===== src/rtl/b01_resp_capture.sv =====
// Trace capture for the b01 bench: records {obs, overflw, outp} after an __obs trigger and replays them over a read port.
// Optional MISR signature over the written records is enabled by defining B01_RESP_SIG_EN.
module b01_resp_capture #(
    parameter int DEPTH = 16,
    parameter int AW    = 4
) (
    input  logic          clock,
    input  logic          reset,
    input  logic          arm,
    input  logic          stop,
    input  logic          dut_outp,
    input  logic          dut_overflw,
    input  logic          dut_obs,
    input  logic          rd_ready,
    output logic          rd_valid,
    output logic [2:0]    rd_data,
    output logic [AW:0]   count,
    output logic [7:0]    ovf_hits,
    output logic [1:0]    state,
    output logic [15:0]   sig
);

    typedef enum logic [1:0] {
        IDLE    = 2'd0,
        ARMED   = 2'd1,
        CAPTURE = 2'd2,
        DONE    = 2'd3
    } state_t;

    localparam logic [AW:0] FULL = (AW+1)'(DEPTH);
    localparam logic [AW:0] ONE  = (AW+1)'(1);

    state_t      st;
    logic [2:0]  mem [DEPTH];
    logic [AW:0] rd_ptr;
    logic [AW:0] next_ptr;
    logic [AW:0] count_inc;
    logic [2:0]  record;
    logic        wr_en;

    assign record    = {dut_obs, dut_overflw, dut_outp};
    assign count_inc = count + ONE;
    assign state     = st;

    // A record is written on the trigger edge in ARMED and on every CAPTURE edge; stop suppresses both.
    always_comb begin
        wr_en = 1'b0;
        if (st == ARMED && !stop && dut_obs)
            wr_en = 1'b1;
        else if (st == CAPTURE && !stop)
            wr_en = 1'b1;
    end

    // Read port: a record moves when rd_valid && rd_ready at a rising edge;
    // rd_data and rd_valid then reflect the next record one cycle later.
    assign next_ptr = rd_ptr + {{AW{1'b0}}, (rd_valid & rd_ready)};

    always_ff @(posedge clock) begin
        if (wr_en)
            mem[count[AW-1:0]] <= record;
    end

    always_ff @(posedge clock or negedge reset) begin
        if (!reset) begin
            st       <= IDLE;
            count    <= '0;
            ovf_hits <= '0;
            rd_ptr   <= '0;
            rd_valid <= 1'b0;
            rd_data  <= '0;
        end else begin
            rd_valid <= 1'b0;
            case (st)
                IDLE: begin
                    if (arm) begin
                        st       <= ARMED;
                        count    <= '0;
                        ovf_hits <= '0;
                        rd_ptr   <= '0;
                    end
                end
                ARMED: begin
                    if (stop) begin
                        st <= DONE;
                    end else if (dut_obs) begin
                        count <= ONE;
                        st    <= CAPTURE;
                    end
                end
                CAPTURE: begin
                    if (stop) begin
                        st <= DONE;
                    end else begin
                        count <= count_inc;
                        if (count_inc == FULL)
                            st <= DONE;
                    end
                end
                DONE: begin
                    if (arm) begin
                        st       <= ARMED;
                        count    <= '0;
                        ovf_hits <= '0;
                        rd_ptr   <= '0;
                    end else begin
                        rd_ptr   <= next_ptr;
                        rd_valid <= (next_ptr < count);
                        if (next_ptr < count)
                            rd_data <= mem[next_ptr[AW-1:0]];
                    end
                end
                default: st <= IDLE;
            endcase

            // Clears above only occur in IDLE/DONE, where wr_en is never set.
            if (wr_en && dut_overflw && ovf_hits != 8'hFF)
                ovf_hits <= ovf_hits + 8'd1;
        end
    end

`ifdef B01_RESP_SIG_EN
    logic [15:0] misr;
    logic        arm_take;

    assign arm_take = arm && (st == IDLE || st == DONE);

    always_ff @(posedge clock or negedge reset) begin
        if (!reset)
            misr <= '0;
        else if (arm_take)
            misr <= 16'hFFFF;
        else if (wr_en)
            misr <= {misr[14:0], 1'b0} ^ (misr[15] ? 16'h1021 : 16'h0000) ^ {13'b0, record};
    end

    assign sig = misr;
`else
    assign sig = 16'h0000;
`endif

endmodule


===== config.mk =====
export PLATFORM = sky130hd
export DESIGN_NAME = b01_resp_capture
export DESIGN_NICKNAME = d
export VERILOG_FILES = /design/src/rtl/b01_resp_capture.sv
export SDC_FILE = /design/constraint.sdc
export NUM_CORES = 1
export LEC_CHECK = 0
export ABC_AREA = 1
export CAP_MARGIN = 20
export CORE_ASPECT_RATIO = 1.5
export CORE_MARGIN = 1
export CORE_UTILIZATION = 30
export DETAILED_ROUTE_END_ITERATION = 12
export PLACE_DENSITY = 0.51
export SYNTH_ARGS = -nofsm -noshare
export SYNTH_HDL_FRONTEND = slang
export SYNTH_SLANG_ARGS = --single-unit

===== constraint.sdc =====
create_clock -name clock -period 6.8 [get_ports clock]
set_clock_uncertainty 0.15 [all_clocks]
set_input_delay 1.36 -clock clock [delete_from_list [all_inputs] [get_ports clock]]
set_output_delay 1.36 -clock clock [all_outputs]
set_load 0.01 [all_outputs]

==> qor.csv <==
metric;value;unit
buffers and inverters on the worst path;4;
Hold-fix buffers, CTS;0;
H-tree levels;3;
final wirelength;9.212;mm
Slew headroom;46.32;%
Clk pin slew, worst setup/hold paths;0.06;ns
most common flop cell mapped by yosys;edfxtp_1;
Synth Area in Adders;5.205;%
row cnt;50;
initial core utilization;30.74;%
DR WL/cell;14.91;µm
Area growth syn-to-layout;17.37;%
width of the die;94.45;µm
drt drc;0;
Vias/cell;4.621;
HP Class;flop to flop;
Distinct cells, synth;30;
IO Port Bufs;26;
outcome;finished clean;
worst-path fanout max;4;
Slowest-stage cell, CP;clkdlybuf4s50_1;
Compound-Gate Fraction of Synth Area;3.383;%
Startpoint Class;input port;
Core ar.;12510;µm²
first-pass GRT wire length;14.93;mm
Worst Hold Path Cells;2;
layout cells sized above 1;7.143;%
post-synthesis mux area share;0;%
Peak Freq;0.2821;GHz
routed vias;2856;
CP max stage delay;0.45;ns
#FFs+latches synth;72;
Total Power;1.409;mW
min Tclk post-route;3.545;ns
# resized after CTS;0;
die height;140.7;µm
Crit. End Element;flop;
Root Buffer;clkbuf_16;
Max Buffers Root-to-Sink;2;
drt first pass iters;4;
clk sinks;72;
Finished Core Util;36.08;%
cell count after synthesis;427;
# Max-Cap Violations;0;
largest net degree at the start of global routing;27;
largest family of logic cells by synthesized area;simple AND/OR/NAND/NOR gates;
asr flop ratio synth;33.33;%
worst IR drop on VDD;168.2;µV
Nets;481;
Register-to-Register Path Depth;13;
critical path data arrival time;3.67;ns
gr usage total;15.15;%
# fillers;1263;
worst skew pair latency;0.33;ns
die area;13290;µm²
sequential share of the synthesized area;53.09;%
final hold violation count;0;
WS Path Type;input port to flop;
Detail Placement HPWL;6.777;mm
critical path depth;15;
YS warnings;0;
Post-synth EDFFs;48;
most common cell after layout, fill and taps aside;nand2_1;
Mapped Avg Cell Area;9.007;µm²
Post-Syn Area;3846;µm²
final slew viol count;0;
Placer Congestion;0.8241;
setup ws final;3.255;ns
most frequent cells in the layout;114 x nand2_1, 68 x inv_1, 62 x nand3_1;
crit path cell chain;clkdlybuf4s50_1 -> nand2_1 -> inv_1 -> ha_1 -> ha_1 -> nand3_1 -> xor2_1 -> inv_1 -> ha_1 -> a21o_1 -> nor2_1 -> nand4_4 -> inv_4 -> nand2_1 -> nand2_1;
ANT cells;0;
number of global-route vias before repair;2924;
initial antenna violation count;0;
Worst Tran Pin Value;0.8052;ns
RSZ-0062 raised after global routing;false;
CTS tree;built;
total CTS buffers;9;
power density over the cells;312.2;nW/µm²
Fin Setup TNS;0;ns
dpl ws;2.916;ns
remaining antenna violation count;0;
Worst Path Required;6.93;ns
post-CTS setup buffer count;0;
final setup vio count;0;
XOR/XNOR share of the synthesized area;2.180;%
LEAKAGE;2.017;nW
# IOs;43;
Top delay family on crit path;adder cells;
Tcrit/Tclk final;52.13;%
global route overflow;0;
Post-Synth Simple-Gate Area;24.27;%
iteration-0 DRC count of the detailed router;178;
-- logic make-up after synthesis --
logic type / after synthesis
simple gates: 213
buf+inv: 98
flops: 72
compound gates: 20
fa+ha+maj: 16
xor+xnor: 7
other cells: 1
-- registers in the layout (all words and copies together), names as in the netlist --
signal,flops
rd_data,3
mem,48
state,2
ovf_hits,8
rd_ptr,5
rd_valid,1
count,5
-- Yosys cell counts, types with 2 or more instances --
cell type	count	area, µm²
edfxtp_1	48	1441
o21ai_0	5	25.02
inv_2	4	15.01
inv_1	68	255.2
nor3_1	4	20.02
ha_1	16	200.2
nand4_1	4	25.02
a21oi_1	3	15.01
xor2_2	3	48.80
nand2_1	114	427.9
buf_4	18	135.1
nor2_1	22	82.58
xor2_1	3	26.28
o22ai_1	9	56.30
buf_2	4	20.02
nand3_1	62	310.3
inv_4	2	12.51
nor2_2	3	18.77
dfrtp_1	24	600.6
-- worst reg2reg max path, stage by stage (launching register included) --
cell,delay (ns)
dfrtp_1,0.39
nand2_1,0.07
inv_1,0.04
ha_1,0.19
ha_1,0.25
xor2_2,0.41
ha_1,0.33
nand2_1,0.06
a21oi_1,0.06
nor2_1,0.16
nand4_4,0.14
inv_4,0.09
nand2_1,0.05
nand2_1,0.05
-- path summary, 6_finish.rpt --
| check | from | slack (ns) | end |
|---|---|---|---|
| max | rd_ready | 3.25 | rd_data[1] |
| max in group asynchronous | reset | 5.00 | count[2] |
| min | rd_data[2] | 0.38 | rd_data[2] |
| min reg2reg | rd_data[2] | 0.38 | rd_data[2] |
| max reg2reg | rd_valid | 4.29 | rd_data[1] |
| min in group asynchronous | reset | 1.24 | state[1] |
-- routing by layer --
layer	part of all wire [%]	global-route usage [%]	routed length, µm
met5	0	0	0
met4	2.6	6.061	235
met3	3.5	3.236	318
met2	54	28.11	4963
met1	40	16.30	3695
-- report_power, final --
group	leakage (nW)	switching, mW	internal (mW)
Combinational	1.11	0.233	0.137
Sequential	0.755	0.0422	0.506
Clock	0.149	0.177	0.314
Total	2.02	0.452	0.957
-- final cells by class --
type | count | area [µm²] | share of cell area (%)
clock buffer | 14 | 274.0 | 6.070
timing repair buffer | 28 | 275.3 | 6.098
inverter | 74 | 282.8 | 6.264
multi-input combinational | 272 | 1408 | 31.18
clock inverter | 2 | 37.54 | 0.8315
sequential | 72 | 2042 | 45.23
tap | 156 | 195.2 | 4.324
-- stage by stage --
stage	hold WS, ns	instance area [µm²]	cells
detailed placement	0.3683	4203	602
floorplan	0.3591	3902	442
global route	0.4107	4514	618
finish	0.3819	4514	618
CTS	0.3906	4514	618
global placement	0.3792	4203	602
Power figures use the tool's default switching activity.
